**src/rtl/mtm_alu_wide.sv**
```systemverilog
// Serial ALU with configurable operand width: receives B, A and a command frame on sin,
// answers with result + status frames (or a single error frame) on sout.
module mtm_alu_wide #(
    parameter int DATA_BYTES = 4
) (
    input  logic clk,
    input  logic rst_n,
    input  logic sin,
    output logic sout
);

    localparam int W    = 8 * DATA_BYTES;
    localparam int SH_W = $clog2(W);
    // The count must be able to reach 2*DATA_BYTES (16 at the widest setting) without wrapping.
    localparam logic [4:0] CNT_MAX = (2 * DATA_BYTES >= 15) ? 5'd31 : 5'd15;
    localparam logic [4:0] CNT_EXP = 5'(2 * DATA_BYTES);
    localparam logic [3:0] LAST_FRM = 4'(DATA_BYTES);

    typedef enum logic [1:0] {
        RX_IDLE,
        RX_FRAME,
        EXEC,
        TX
    } state_t;

    state_t           state_q, state_d;
    logic [3:0]       rx_bit_q, rx_bit_d;
    logic [8:0]       rx_sh_q, rx_sh_d;
    logic [2*W-1:0]   ops_q, ops_d;
    logic [4:0]       cnt_q, cnt_d;
    logic [3:0]       chk_q, chk_d;
    logic             stop_err_q, stop_err_d;
    logic [2:0]       op_q, op_d;
    logic [3:0]       chk_rx_q, chk_rx_d;
    logic [W-1:0]     res_q, res_d;
    logic [7:0]       stat_q, stat_d;
    logic             err_q, err_d;
    logic [3:0]       tx_bit_q, tx_bit_d;
    logic [3:0]       tx_frm_q, tx_frm_d;
    logic             sout_q, sout_d;

    function automatic logic [4:0] sat_inc(input logic [4:0] v);
        return (v >= CNT_MAX) ? v : v + 5'd1;
    endfunction

    logic [W-1:0] op_a, op_b;
    assign op_b = ops_q[2*W-1:W];
    assign op_a = ops_q[W-1:0];

    // ALU and flag generation, evaluated from the registered request while in EXEC
    logic [W-1:0] alu_res;
    logic [W:0]   alu_ext;
    logic         alu_c, alu_v;

    always_comb begin
        alu_res = '0;
        alu_ext = '0;
        alu_c   = 1'b0;
        alu_v   = 1'b0;
        case (op_q)
            3'b000: alu_res = op_a & op_b;
            3'b001: alu_res = op_a | op_b;
            3'b010: alu_res = op_a ^ op_b;
            3'b011: alu_res = op_a << op_b[SH_W-1:0];
            3'b100: begin
                alu_ext = {1'b0, op_a} + {1'b0, op_b};
                alu_res = alu_ext[W-1:0];
                alu_c   = alu_ext[W];
                alu_v   = (op_a[W-1] == op_b[W-1]) && (alu_res[W-1] != op_a[W-1]);
            end
            3'b101: begin
                alu_ext = {1'b0, op_a} - {1'b0, op_b};
                alu_res = alu_ext[W-1:0];
                alu_c   = alu_ext[W];
                alu_v   = (op_a[W-1] != op_b[W-1]) && (alu_res[W-1] != op_a[W-1]);
            end
            default: ;
        endcase
    end

    logic       err_d_flag, err_c_flag, err_o_flag;
    logic       flg_z, flg_n;
    logic [6:0] err_pl;

    assign err_d_flag = (cnt_q != CNT_EXP) || stop_err_q;
    assign err_c_flag = !err_d_flag && ((chk_q ^ {1'b0, op_q}) != chk_rx_q);
    assign err_o_flag = !err_d_flag && op_q[2] && op_q[1];
    assign flg_z      = (alu_res == '0);
    assign flg_n      = alu_res[W-1];
    assign err_pl     = {1'b1, err_d_flag, err_c_flag, err_o_flag, err_d_flag, err_c_flag, err_o_flag};

    // Transmit bit selection: frames 0..DATA_BYTES-1 carry the result, the last one the status
    logic       tx_is_cmd, tx_val;
    logic [3:0] byte_idx;
    logic [7:0] tx_byte, tx_pay;
    logic [2:0] pidx;

    assign tx_is_cmd = err_q || (tx_frm_q == LAST_FRM);
    assign byte_idx  = 4'(DATA_BYTES - 1) - tx_frm_q;
    assign tx_byte   = 8'(res_q >> {byte_idx, 3'b000});
    assign tx_pay    = tx_is_cmd ? stat_q : tx_byte;
    assign pidx      = 3'(4'd9 - tx_bit_q);

    always_comb begin
        if (tx_bit_q == 4'd1)
            tx_val = tx_is_cmd;
        else if (tx_bit_q >= 4'd10)
            tx_val = 1'b1;
        else
            tx_val = tx_pay[pidx];
    end

    always_comb begin
        state_d    = state_q;
        rx_bit_d   = rx_bit_q;
        rx_sh_d    = rx_sh_q;
        ops_d      = ops_q;
        cnt_d      = cnt_q;
        chk_d      = chk_q;
        stop_err_d = stop_err_q;
        op_d       = op_q;
        chk_rx_d   = chk_rx_q;
        res_d      = res_q;
        stat_d     = stat_q;
        err_d      = err_q;
        tx_bit_d   = tx_bit_q;
        tx_frm_d   = tx_frm_q;
        sout_d     = sout_q;

        case (state_q)
            RX_IDLE: begin
                if (!sin) begin
                    state_d  = RX_FRAME;
                    rx_bit_d = 4'd0;
                end
            end
            RX_FRAME: begin
                rx_bit_d = rx_bit_q + 4'd1;
                if (rx_bit_q < 4'd9) begin
                    rx_sh_d = {rx_sh_q[7:0], sin};
                end else begin
                    rx_bit_d   = 4'd0;
                    stop_err_d = stop_err_q | !sin;
                    if (!rx_sh_q[8]) begin
                        ops_d   = {ops_q[2*W-9:0], rx_sh_q[7:0]};
                        cnt_d   = sat_inc(cnt_q);
                        chk_d   = chk_q ^ rx_sh_q[7:4] ^ rx_sh_q[3:0];
                        state_d = RX_IDLE;
                    end else begin
                        op_d     = rx_sh_q[6:4];
                        chk_rx_d = rx_sh_q[3:0];
                        state_d  = EXEC;
                    end
                end
            end
            EXEC: begin
                res_d = alu_res;
                if (err_d_flag || err_c_flag || err_o_flag) begin
                    err_d  = 1'b1;
                    stat_d = {err_pl, ^err_pl};
                end else begin
                    err_d  = 1'b0;
                    stat_d = {1'b0, alu_c, alu_v, flg_z, flg_n, ^alu_res,
                              ^{alu_c, alu_v, flg_z, flg_n}, 1'b0};
                end
                cnt_d      = 5'd0;
                chk_d      = 4'd0;
                stop_err_d = 1'b0;
                sout_d     = 1'b0;
                tx_bit_d   = 4'd1;
                tx_frm_d   = 4'd0;
                state_d    = TX;
            end
            TX: begin
                if (tx_bit_q == 4'd11) begin
                    if (tx_frm_q == (err_q ? 4'd0 : LAST_FRM)) begin
                        sout_d  = 1'b1;
                        state_d = RX_IDLE;
                    end else begin
                        sout_d   = 1'b0;
                        tx_bit_d = 4'd1;
                        tx_frm_d = tx_frm_q + 4'd1;
                    end
                end else begin
                    sout_d   = tx_val;
                    tx_bit_d = tx_bit_q + 4'd1;
                end
            end
            default: state_d = RX_IDLE;
        endcase
    end

    always_ff @(posedge clk or negedge rst_n) begin
        if (!rst_n) begin
            state_q    <= RX_IDLE;
            rx_bit_q   <= '0;
            rx_sh_q    <= '0;
            ops_q      <= '0;
            cnt_q      <= '0;
            chk_q      <= '0;
            stop_err_q <= 1'b0;
            op_q       <= '0;
            chk_rx_q   <= '0;
            res_q      <= '0;
            stat_q     <= '0;
            err_q      <= 1'b0;
            tx_bit_q   <= '0;
            tx_frm_q   <= '0;
            sout_q     <= 1'b1;
        end else begin
            state_q    <= state_d;
            rx_bit_q   <= rx_bit_d;
            rx_sh_q    <= rx_sh_d;
            ops_q      <= ops_d;
            cnt_q      <= cnt_d;
            chk_q      <= chk_d;
            stop_err_q <= stop_err_d;
            op_q       <= op_d;
            chk_rx_q   <= chk_rx_d;
            res_q      <= res_d;
            stat_q     <= stat_d;
            err_q      <= err_d;
            tx_bit_q   <= tx_bit_d;
            tx_frm_q   <= tx_frm_d;
            sout_q     <= sout_d;
        end
    end

    assign sout = sout_q;

endmodule

```
**config.mk**
```make
export PLATFORM = sky130hd
export DESIGN_NAME = mtm_alu_wide
export DESIGN_NICKNAME = d
export VERILOG_FILES = /design/src/rtl/mtm_alu_wide.sv
export SDC_FILE = /design/constraint.sdc
export NUM_CORES = 1
export LEC_CHECK = 0
export CORE_ASPECT_RATIO = 1.2
export CORE_MARGIN = 2
export CORE_UTILIZATION = 45
export CTS_BUF_LIST = sky130_fd_sc_hd__clkbuf_16
export CTS_CLUSTER_DIAMETER = 120
export DETAILED_ROUTE_END_ITERATION = 8
export SLEW_MARGIN = 0
export SYNTH_ARGS = -nofsm -noshare
export SYNTH_HDL_FRONTEND = slang
export SYNTH_SLANG_ARGS = --single-unit
```
**constraint.sdc**
```tcl
create_clock -name clk -period 5.85 [get_ports clk]
set_input_delay 1.17 -clock clk [delete_from_list [all_inputs] [get_ports clk]]
set_output_delay 1.17 -clock clk [all_outputs]
set_load 0.01 [all_outputs]
```
[Yosys cells after proc, flatten, opt, wreduce, memory -nomap -nowiden]
Index checks and enable logic that the tools add are counted.
Storage, ports and cells
  flip-flop bits (word level): 146
  bits of input ports: 3
  output and inout port bits: 1
Operators by class
  add/subtract/negate cells: 8
  $lt $le $gt $ge: 4
  eq/ne operators: 26
  shift operators: 2
  muxes and demuxes: 38
  bitwise logic cells: 9
  reductions and logical operators: 30
Operator list (number)
  case mux 32 bit (6 select lines): 1
  adder 32 x 32 -> 33 bit: 1
  subtractor 32 x 32 -> 33 bit: 1
  bitwise AND 32 bit: 1
  logical NOT 32 bit: 1
  two-way mux 4 bit: 8
  bitwise OR 32 bit: 1
  case mux 4 bit (2 select lines): 4
  XOR reduction 32 bit: 1
  left shift 32 x 5 -> 32 bit: 1
  right shift 32 x 7 -> 8 bit: 1
  bitwise XOR 32 bit: 1
  two-way mux 8 bit: 2
  two-way mux 5 bit: 3
  inequality test 2 bit (second input constant): 7
  adder 4 x 1 -> 4 bit (second input constant): 3
  AND reduction 3 bit: 4
  two-way mux 2 bit: 5
  case mux 5 bit (2 select lines): 1
  case mux 1 bit (2 select lines): 4
  case mux 2 bit (4 select lines): 1
  AND reduction 2 bit: 4
  AND reduction 4 bit: 2
  bitwise XOR 4 bit: 2
  other kinds (35): 57

[Logic depth before layout (Yosys ltp)]
Gate-level depths: netlist of run 1.
  word-level depth: 9
  depth in mapped cells: 22

[Worst setup path after synthesis of run 1]
No wires, ideal clock.
  path kind: reg-to-reg
  from: register ops_q[34]
  to: register stat_q[1]
  library setup time: 129 ps
  data arrival time: 4701 ps
  required time: 5721 ps
  path slack: 1020 ps
  cell stages (with the launch flop): 22
  buffers on the path: 3
  path through: dfrtp_1 > clkbuf_1 > inv_1 > buf_1 > clkbuf_1 > ha_1 > nand2b_1 > o2111ai_1 > a21oi_2 > a2111oi_4 > o31ai_1 > a21oi_1 > o211a_1 > a211o_1 > a31oi_2 > ha_1 > nand4_1 > nor4_1 > o31a_1 > nor4_2 > nor4bb_4 > a211oi_2
Between the ends
  cells in the longest elaborated chain, start to end: 6
Ends and longest elaborated chain
  start, declared: line 29  | logic [2*W-1:0] ops_q, ops_d;
  start signal, assigned: line 214  | ops_q <= ops_d;
  branches (longest 4 deep; another with subtractor 32 x 32 -> 33 bit)
  XOR reduction 4 bit *: line 164  | ^{alu_c, alu_v, flg_z, flg_n}, 1'b0};
  two-way mux 8 bit *: line 158  | if (err_d_flag || err_c_flag || err_o_flag) begin
  end signal, assigned: line 221  | stat_q <= stat_d;
  end, declared: line 36  | logic [7:0] stat_q, stat_d;
Every way passes the cells marked *.
A chain may end at the register's enable or synchronous reset.

[Final worst setup path of run 1]
  from: register ops_q[6]
  to: register stat_q[1]
The elaborated chain is that of the path after synthesis.

==> results of run 1 <==
state kept, by name (all words and copies together) (netlist names), named ones only:
| signal | flops |
|---|---|
| cnt_q | 5 |
| ops_q | 64 |
| sout | 1 |
| chk_q | 4 |
| rx_bit_q | 4 |
| chk_rx_q | 4 |
| op_q | 3 |
| tx_bit_q | 4 |
| stop_err_q | 1 |
| res_q | 32 |
| tx_frm_q | 4 |
| stat_q | 8 |
| rx_sh_q | 9 |
| state_q | 1 |
cell usage in the layout (no fill, tap or decap), types with 6 or more instances in the layout:
cell type    n
nand2_1    227
o21ai_0    167
a21oi_1    147
dfrtp_1    142
nor2_1     141
ha_1       131
inv_1      107
a211oi_1    41
xnor2_1     38
buf_4       36
mux4_2      35
nor3_1      24
nand3_1     23
mux2i_1     20
mux2_2      18
clkbuf_16   17
nor2b_1     16
a31oi_1     16
nand2b_1    16
o21ai_1     16
o211ai_1    15
xor2_1      15
o22ai_1     14
o31ai_1     14
nand4_1     12
o21bai_1    11
a21o_1      11
a221oi_1    11
and3_1      10
o21a_1       9
o211a_1      7
or3_1        7
clkinv_2     6
stage by stage:
stage / util (%) / instance area (um2)
after floorplan: - / 13700
after global placement: 46.6 / 14100
after detailed placement: 46.6 / 14100
after CTS: 48.4 / 14600
after global routing: 48.4 / 14600
final: 48.4 / 14600
path summary, 6_finish.rpt:
kind	start	slack, ps	cells past startpoint	to
setup reg to reg	ops_q[6]$_DFFE_PN0P_	460	20	stat_q[1]$_DFFE_PN0P_
max in group asynchronous	rst_n	4060	2	op_q[0]$_DFFE_PN0P_
hold / removal	stat_q[3]$_DFFE_PN0P_	470	2	stat_q[3]$_DFFE_PN0P_
min in group asynchronous	rst_n	720	1	tx_frm_q[2]$_DFFE_PN0P_
hold reg to reg	stat_q[3]$_DFFE_PN0P_	470	2	stat_q[3]$_DFFE_PN0P_
setup / recovery	ops_q[6]$_DFFE_PN0P_	460	20	stat_q[1]$_DFFE_PN0P_
power groups by stage:
stage,combinational [mW],clock (mW),sequential (mW)
after global placement,5.14,0,1.79
after global routing,5.63,1.14,1.84
final,5.26,1.09,1.80
after floorplan,3.84,0,1.53
after CTS,5.16,1.10,1.79
after detailed placement,5.14,0,1.81
per-layer routing:
metal  vias to the layer above  share of wire [%]  track usage [%]
met5                         -                  0                0
met3                       156                6.5             4.63
met2                       623                 46             51.9
li1                       5960                  -                -
met4                         0                5.6             16.5
met1                      6214                 42             42.6
area by class of cell:
type | count | area [um2] | share of cell area, %
clock buffer | 17 | 425 | 2.91
clock inverter | 15 | 120 | 0.821
inverter | 112 | 420 | 2.87
multi-input combinational | 1329 | 9230 | 63.1
sequential | 145 | 3630 | 24.8
tap | 396 | 495 | 3.39
timing repair buffer | 39 | 302 | 2.06
cell families (layout without fill, tap and decap cells):
family	count (synthesis)	count (layout)
buf+inv	219	183
xor+xnor	53	53
compound gates	552	552
mux	73	73
simple gates	518	518
flops	145	145
fa+ha+maj	133	133
tightest hold or removal path, cell delays in order, from the launching register on:
cell and delay (ps):
dfrtp_1 340, nand2_1 50, nand2_1 50
==> qor.tcl, run 1 <==
set qor(syn-instance-count) 1693
set qor(main_combinational_cell_family_by_area_after_synthesis) {compound AO/OA/AOI/OAI gates}
set qor(stdcell_count) 2053
set qor(worst_setup_hold_path_clk_slew_ps) 70
set qor(type_of_element_capturing_the_critical_path) {flop}
set qor(area.growth.synth_to_final_pct) 6.58
set qor(post_synth.cell_area_avg_um2) 8.11
set qor(yosys.area_share.simple_pct) 17.2
set qor(adder_cell_area_share_of_the_yosys_netlist_pct) 12.2
set qor(filler_cell_count) 3010
set qor(nNetsFinal) 1780
set qor(final_hold_viol_count) 0
set qor(gp_congestion) 1.01
set qor(arrival_ps) 5760
set qor(ios) 4
set qor(cp_cell_sequence) {inv_1, ha_1, nor2b_1, a2111oi_4, a21oi_2, a211oi_1, a21oi_1, o311ai_2, a221oi_1, a22oi_1, mux2i_1, nor2b_1, ha_1, nand4_1, nor4_1, buf_4, nor4_2, nor4_2, nor4bb_4, a211oi_2}
set qor(dp_hpwl_mm) 39.4
set qor(source_to_sink_clock_delay_at_the_later_pin_of_the_worst_skew_pair_ps) 460
set qor(period_minus_slack_ps) 5390
set qor(setup_slack_ps) 459
set qor(worst_clock_skew_ps) 16.5
set qor(grt_usage_pct) 32.4
set qor(post_cts_hold_buffer_count) 0
set qor(sw_frac_of_total_pct) 51.4
set qor(via_count) 13000
set qor(run_status) {finished, final reports clean}
set qor(critPathTopFamily) {compound AO/OA/AOI/OAI gates}
set qor(placed_cells) 2021
set qor(initial_antenna_violation_count) 0
set qor(ys.warnings.count) 0
set qor(cp_data_required_time_ps) 6220
set qor(p_leak_nw) 6.04
set qor(drc) 0
set qor(synth_area_leaders) {dfrtp_1, ha_1, nand2_1}
set qor(yosysTopAreaCell) {dfrtp_1}
set qor(ctsRootBufferMaster) {clkbuf_16}
set qor(setup_violations) 0
set qor(maxClockFrequency_ghz) 0.186
set qor(clock_tree_buffer_depth) 2
set qor(synth_compound_gate_area_share_pct) 25.7
set qor(slew-limit-headroom_pct) 26.7
set qor(critPathSlowestCell) {dfrtp_1}
set qor(netSwitchingPower_mw) 4.19
set qor(cts_setup_buffers) 0
set qor(synth.cell_area_um2) 13700
set qor(placementRows) 70
set qor(post_cts.resized_instances) 0
set qor(die_height_um) 195
set qor(slew_viol_final) 0
set qor(numClockSinks) 145
set qor(synth_sequential_area_ratio_pct) 26.4
set qor(cp-start-kind) {flop}
set qor(portBuffers) 3
set qor(vdd_drop_max_mv) 0.410
set qor(totalWireLength_mm) 51.3
set qor(post-layout-total-power_mw) 8.14
set qor(transition_time_of_the_tightest_slew_check_pin_ps) 1100
set qor(crit_fanout) 12
set qor(starting_density_of_the_core_pct) 45.4
set qor(tns_ps) 0
set qor(drive_above_1_share_pct) 10.2
set qor(clock_power_share_pct) 13.4
set qor(max_cap_violations) 0
set qor(grt.overflow.total) 0
set qor(cts_htree_levels) 4
set qor(post_synthesis_mux_area_share_pct) 8.68
set qor(floorplan.die.width_um) 163
set qor(first_global_vias) 12500
set qor(avgRoutedWirePerCell_um) 25.0
set qor(antenna_cells) 0
set qor(final.period_utilization_pct) 92.1
set qor(power.density_nw_per_um2) 557
set qor(synth_top_area_share_pct) 26.3
set qor(critical_path_buf_inv_count) 2
set qor(comb_power_share_pct) 64.6
set qor(rsz0062_at_grt) {false}
set qor(core_area_um2) 30200
set qor(detail_route.first_pass.iterations) 8
set qor(ys_types) 94
set qor(grt_first_pass_wirelength_mm) 77.9
set qor(drtIter0Drc) 1587
set qor(hold_slack_ps) 467
set qor(power.share.sequential_pct) 22.1
set qor(internal_power_mw) 3.95
set qor(via_per_inst) 6.31
set qor(place_worst_setup_slack_ps) 544
set qor(synthXorXnorAreaFrac_pct) 3.38
set qor(floorplan.die_area_um2) 31900
set qor(crit_type) {flop to flop}
set qor(cts_inserted_buffers) 17
set qor(synth_enable_flop_cells) 0
set qor(grt_start_max_net_pins) 97
set qor(hold_path_class) {flop to flop}
set qor(postSynth.topFlopCell) {dfrtp_1}
set qor(netlist_top_cells_count) {nand2_1, o21ai_0, a21oi_1, dfrtp_1, nor2_1}
set qor(yosysMostFrequentCell) {nand2_1}
set qor(synth-async-reset-ratio_pct) 100
set qor(post_synthesis_sequential_element_count) 145
set qor(cts_tree) {built}
set qor(synthesis.nets) 1829
set qor(max_stage_delay_ps) 560
set qor(drt.antenna.violating_nets) 0
No activity file was read; power rests on OpenSTA's default activity.
==> inputs of run 2 (changes only) <==
--- a/config.mk
+++ b/config.mk
@@ -5,12 +5,15 @@
 export SDC_FILE = /design/constraint.sdc
 export NUM_CORES = 1
 export LEC_CHECK = 0
-export CORE_ASPECT_RATIO = 1.2
-export CORE_MARGIN = 2
-export CORE_UTILIZATION = 45
+export CELL_PAD_IN_SITES_DETAIL_PLACEMENT = 2
+export CELL_PAD_IN_SITES_GLOBAL_PLACEMENT = 2
+export CORE_ASPECT_RATIO = 0.6
+export CORE_MARGIN = 5
+export CORE_UTILIZATION = 41
 export CTS_BUF_LIST = sky130_fd_sc_hd__clkbuf_16
 export CTS_CLUSTER_DIAMETER = 120
 export DETAILED_ROUTE_END_ITERATION = 8
+export PLACE_DENSITY_LB_ADDON = 0.1
 export SLEW_MARGIN = 0
 export SYNTH_ARGS = -nofsm -noshare
 export SYNTH_HDL_FRONTEND = slang
==> qor.tcl, run 2 (synthesized netlist as in run 1, its figures left out) <==
set qor(antenna_cells) 0 ;# unchanged
set qor(layout_top_registers) {ops_q (64), res_q (32), rx_sh_q (9)}
set qor(place_worst_setup_slack_ps) 258 ;# -287 ps
set qor(max_cap_violations) 0 ;# unchanged
set qor(mostFrequentLayoutCell) {nand2_1}
set qor(rsz0062_at_grt) {false}
set qor(vdd_drop_max_mv) 0.272 ;# -34%
set qor(cts_htree_levels) 4 ;# unchanged
set qor(power.density_nw_per_um2) 598 ;# +7.4%
set qor(cp_data_required_time_ps) 6230 ;# about the same
set qor(tns_ps) 0 ;# unchanged
set qor(placementRows) 51 ;# -27%
set qor(core_area_um2) 32700 ;# +8.3%
set qor(drive_above_1_share_pct) 11.4 ;# +1.2 points
set qor(starting_density_of_the_core_pct) 41.9 ;# -3.5 points
set qor(drtIter0Drc) 1583 ;# -0.25%
set qor(cp-start-kind) {flop}
set qor(post_cts_hold_buffer_count) 0 ;# unchanged
set qor(portBuffers) 3 ;# unchanged
set qor(dp_hpwl_mm) 49.1 ;# +24%
set qor(nNetsFinal) 1791 ;# +0.62%
set qor(grt_usage_pct) 34.4 ;# +2.0 points
set qor(drc) 0 ;# unchanged
set qor(worst_clock_skew_ps) 21.8 ;# +5.34 ps
set qor(source_to_sink_clock_delay_at_the_later_pin_of_the_worst_skew_pair_ps) 470 ;# about the same
set qor(grt_first_pass_wirelength_mm) 95.8 ;# +23%
set qor(period_minus_slack_ps) 5650 ;# +264 ps
set qor(run_status) {finished, final reports clean}
set qor(layout_common_cells) {nand2_1, o21ai_0, a21oi_1}
set qor(cts_tree) {built}
set qor(p_leak_nw) 6.07 ;# +0.59%
set qor(clock_tree_buffer_depth) 2 ;# unchanged
set qor(totalWireLength_mm) 64.0 ;# +25%
set qor(filler_cell_count) 3675 ;# +22%
set qor(multi_input_area_um2) 9260 ;# +0.30%
set qor(floorplan.die.width_um) 246 ;# +51%
set qor(stdcell_area_um2) 14800 ;# +1.4%
set qor(numClockSinks) 145 ;# unchanged
set qor(grt.overflow.total) 0 ;# unchanged
set qor(setup_violations) 0 ;# unchanged
set qor(first_global_vias) 14000 ;# +12%
set qor(area.growth.synth_to_final_pct) 8.03
set qor(crit_fanout) 11 ;# -1
set qor(initial_antenna_violation_count) 3 ;# +3
set qor(cts_setup_buffers) 0 ;# unchanged
set qor(final.period_utilization_pct) 96.7 ;# +4.5 points
set qor(via_per_inst) 6.55 ;# +3.8%
set qor(slew_viol_final) 0 ;# unchanged
set qor(placed_area_um2) 14200 ;# +1.2%
set qor(largest_register_ffs) 64 ;# unchanged
set qor(worst_setup_hold_path_clk_slew_ps) 70 ;# about the same
set qor(transition_time_of_the_tightest_slew_check_pin_ps) 1310 ;# +211 ps
set qor(crit_type) {flop to flop}
set qor(avgRoutedWirePerCell_um) 30.2 ;# +21%
set qor(arrival_ps) 6030 ;# +270 ps
set qor(detail_route.first_pass.iterations) 5 ;# -3
set qor(setup_slack_ps) 196 ;# -264 ps
set qor(gp_congestion) 0.956 ;# -5.7%
set qor(maxClockFrequency_ghz) 0.177 ;# -4.7%
set qor(grt_start_max_net_pins) 80 ;# -18%
set qor(hold_path_class) {flop to flop}
set qor(type_of_element_capturing_the_critical_path) {flop}
set qor(floorplan.die_area_um2) 37400 ;# +17%
set qor(die_height_um) 152 ;# -22%
set qor(area.sequential_um2) 3640 ;# +0.10%
set qor(registers.top_by_ff_count) {ops_q}
set qor(via_count) 13900 ;# +7.1%
set qor(slew-limit-headroom_pct) 12.2 ;# -14 points
set qor(ctsRootBufferMaster) {clkbuf_16}
set qor(ios) 4 ;# unchanged
set qor(drt.antenna.violating_nets) 0 ;# unchanged
set qor(final_hold_viol_count) 0 ;# unchanged
set qor(cts_inserted_buffers) 17 ;# unchanged
==> run 2: cell count changes in the layout (fill, tap and decap cells not counted), sizes merged <==
cell	before	now
bufinv	1	0
clkinvlp	0	4
clkinv	11	5
inv	115	118
buf	37	48
==> run 2: final timing paths <==
kind,slack [ps],cells past startpoint,from,endpoint
setup / recovery,200,19,ops_q[13]$_DFFE_PN0P_,stat_q[1]$_DFFE_PN0P_
hold / removal,480,1,res_q[31]$_DFFE_PN0P_,res_q[31]$_DFFE_PN0P_
setup reg to reg,200,19,ops_q[13]$_DFFE_PN0P_,stat_q[1]$_DFFE_PN0P_
hold reg to reg,480,1,res_q[31]$_DFFE_PN0P_,res_q[31]$_DFFE_PN0P_
max in group asynchronous,4180,2,rst_n,op_q[0]$_DFFE_PN0P_
min in group asynchronous,700,1,rst_n,ops_q[16]$_DFFE_PN0P_
==> run 2: cell type report <==
cell class                      instances  share of cell area (%)
Multi-Input combinational cell       1329                    62.4
Clock buffer                           17                    2.87
Clock inverter                         15                   0.844
Sequential cell                       145                    24.5
Tap cell                              450                    3.80
Inverter                              112                    2.84
Timing Repair Buffer                   50                    2.68
==> run 2: worst max-delay path, cell delays in order, from the launching register on <==
cell,delay [ps]
dfrtp_1,550
inv_1,110
ha_1,520
nor2_1,350
o31ai_1,200
a2111oi_0,520
o21ai_1,310
a41oi_1,410
nor3_1,130
nor3_1,270
nor3_1,140
a2111oi_2,460
ha_1,210
nand4_1,110
nor4_1,330
buf_4,200
nor4_2,60
nor4_2,370
nor4bb_4,90
a211oi_2,220
==> run 2: metal layers <==
metal	global-route usage [%]	vias up	wire length, um
met2	48.3	595	25200
met4	6.02	2	941
li1	-	5963	-
met1	53.1	7245	31100
met3	9.40	67	6740
met5	0	-	7
==> run 2: what timing repair did <==
item,4_1_cts,5_1_grt
resized for setup,0,9
hold endpoints to repair,0,0
endpoints found under the setup margin,0,1
==> run 2: metrics by stage <==
stage	util, %	std cells	power [mW]	hold slack [ps]
floorplan	-	1693	5.37	433
global placement	43.5	2086	7.14	459
detailed placement	43.5	2086	7.44	467
CTS	45.2	2118	8.62	481
global route	45.3	2118	9.27	495
finish	45.3	2118	8.86	477
==> run 2: power breakdown <==
part	leakage, nW	internal (mW)	switching, mW	total, mW
clock network	0.264	0.555	0.556	1.11
registers	1.90	1.29	0.502	1.79
logic	3.90	2.16	3.80	5.96
total	6.07	4.00	4.86	8.86
==> inputs of run 3 (changes only) <==
--- a/config.mk
+++ b/config.mk
@@ -13,6 +13,7 @@
 export CTS_BUF_LIST = sky130_fd_sc_hd__clkbuf_16
 export CTS_CLUSTER_DIAMETER = 120
 export DETAILED_ROUTE_END_ITERATION = 8
+export HOLD_SLACK_MARGIN = 0.15
 export PLACE_DENSITY_LB_ADDON = 0.1
 export SLEW_MARGIN = 0
 export SYNTH_ARGS = -nofsm -noshare
==> results of run 3 <==
No change in the layout: final DEF, timing and power equal those of run 2.
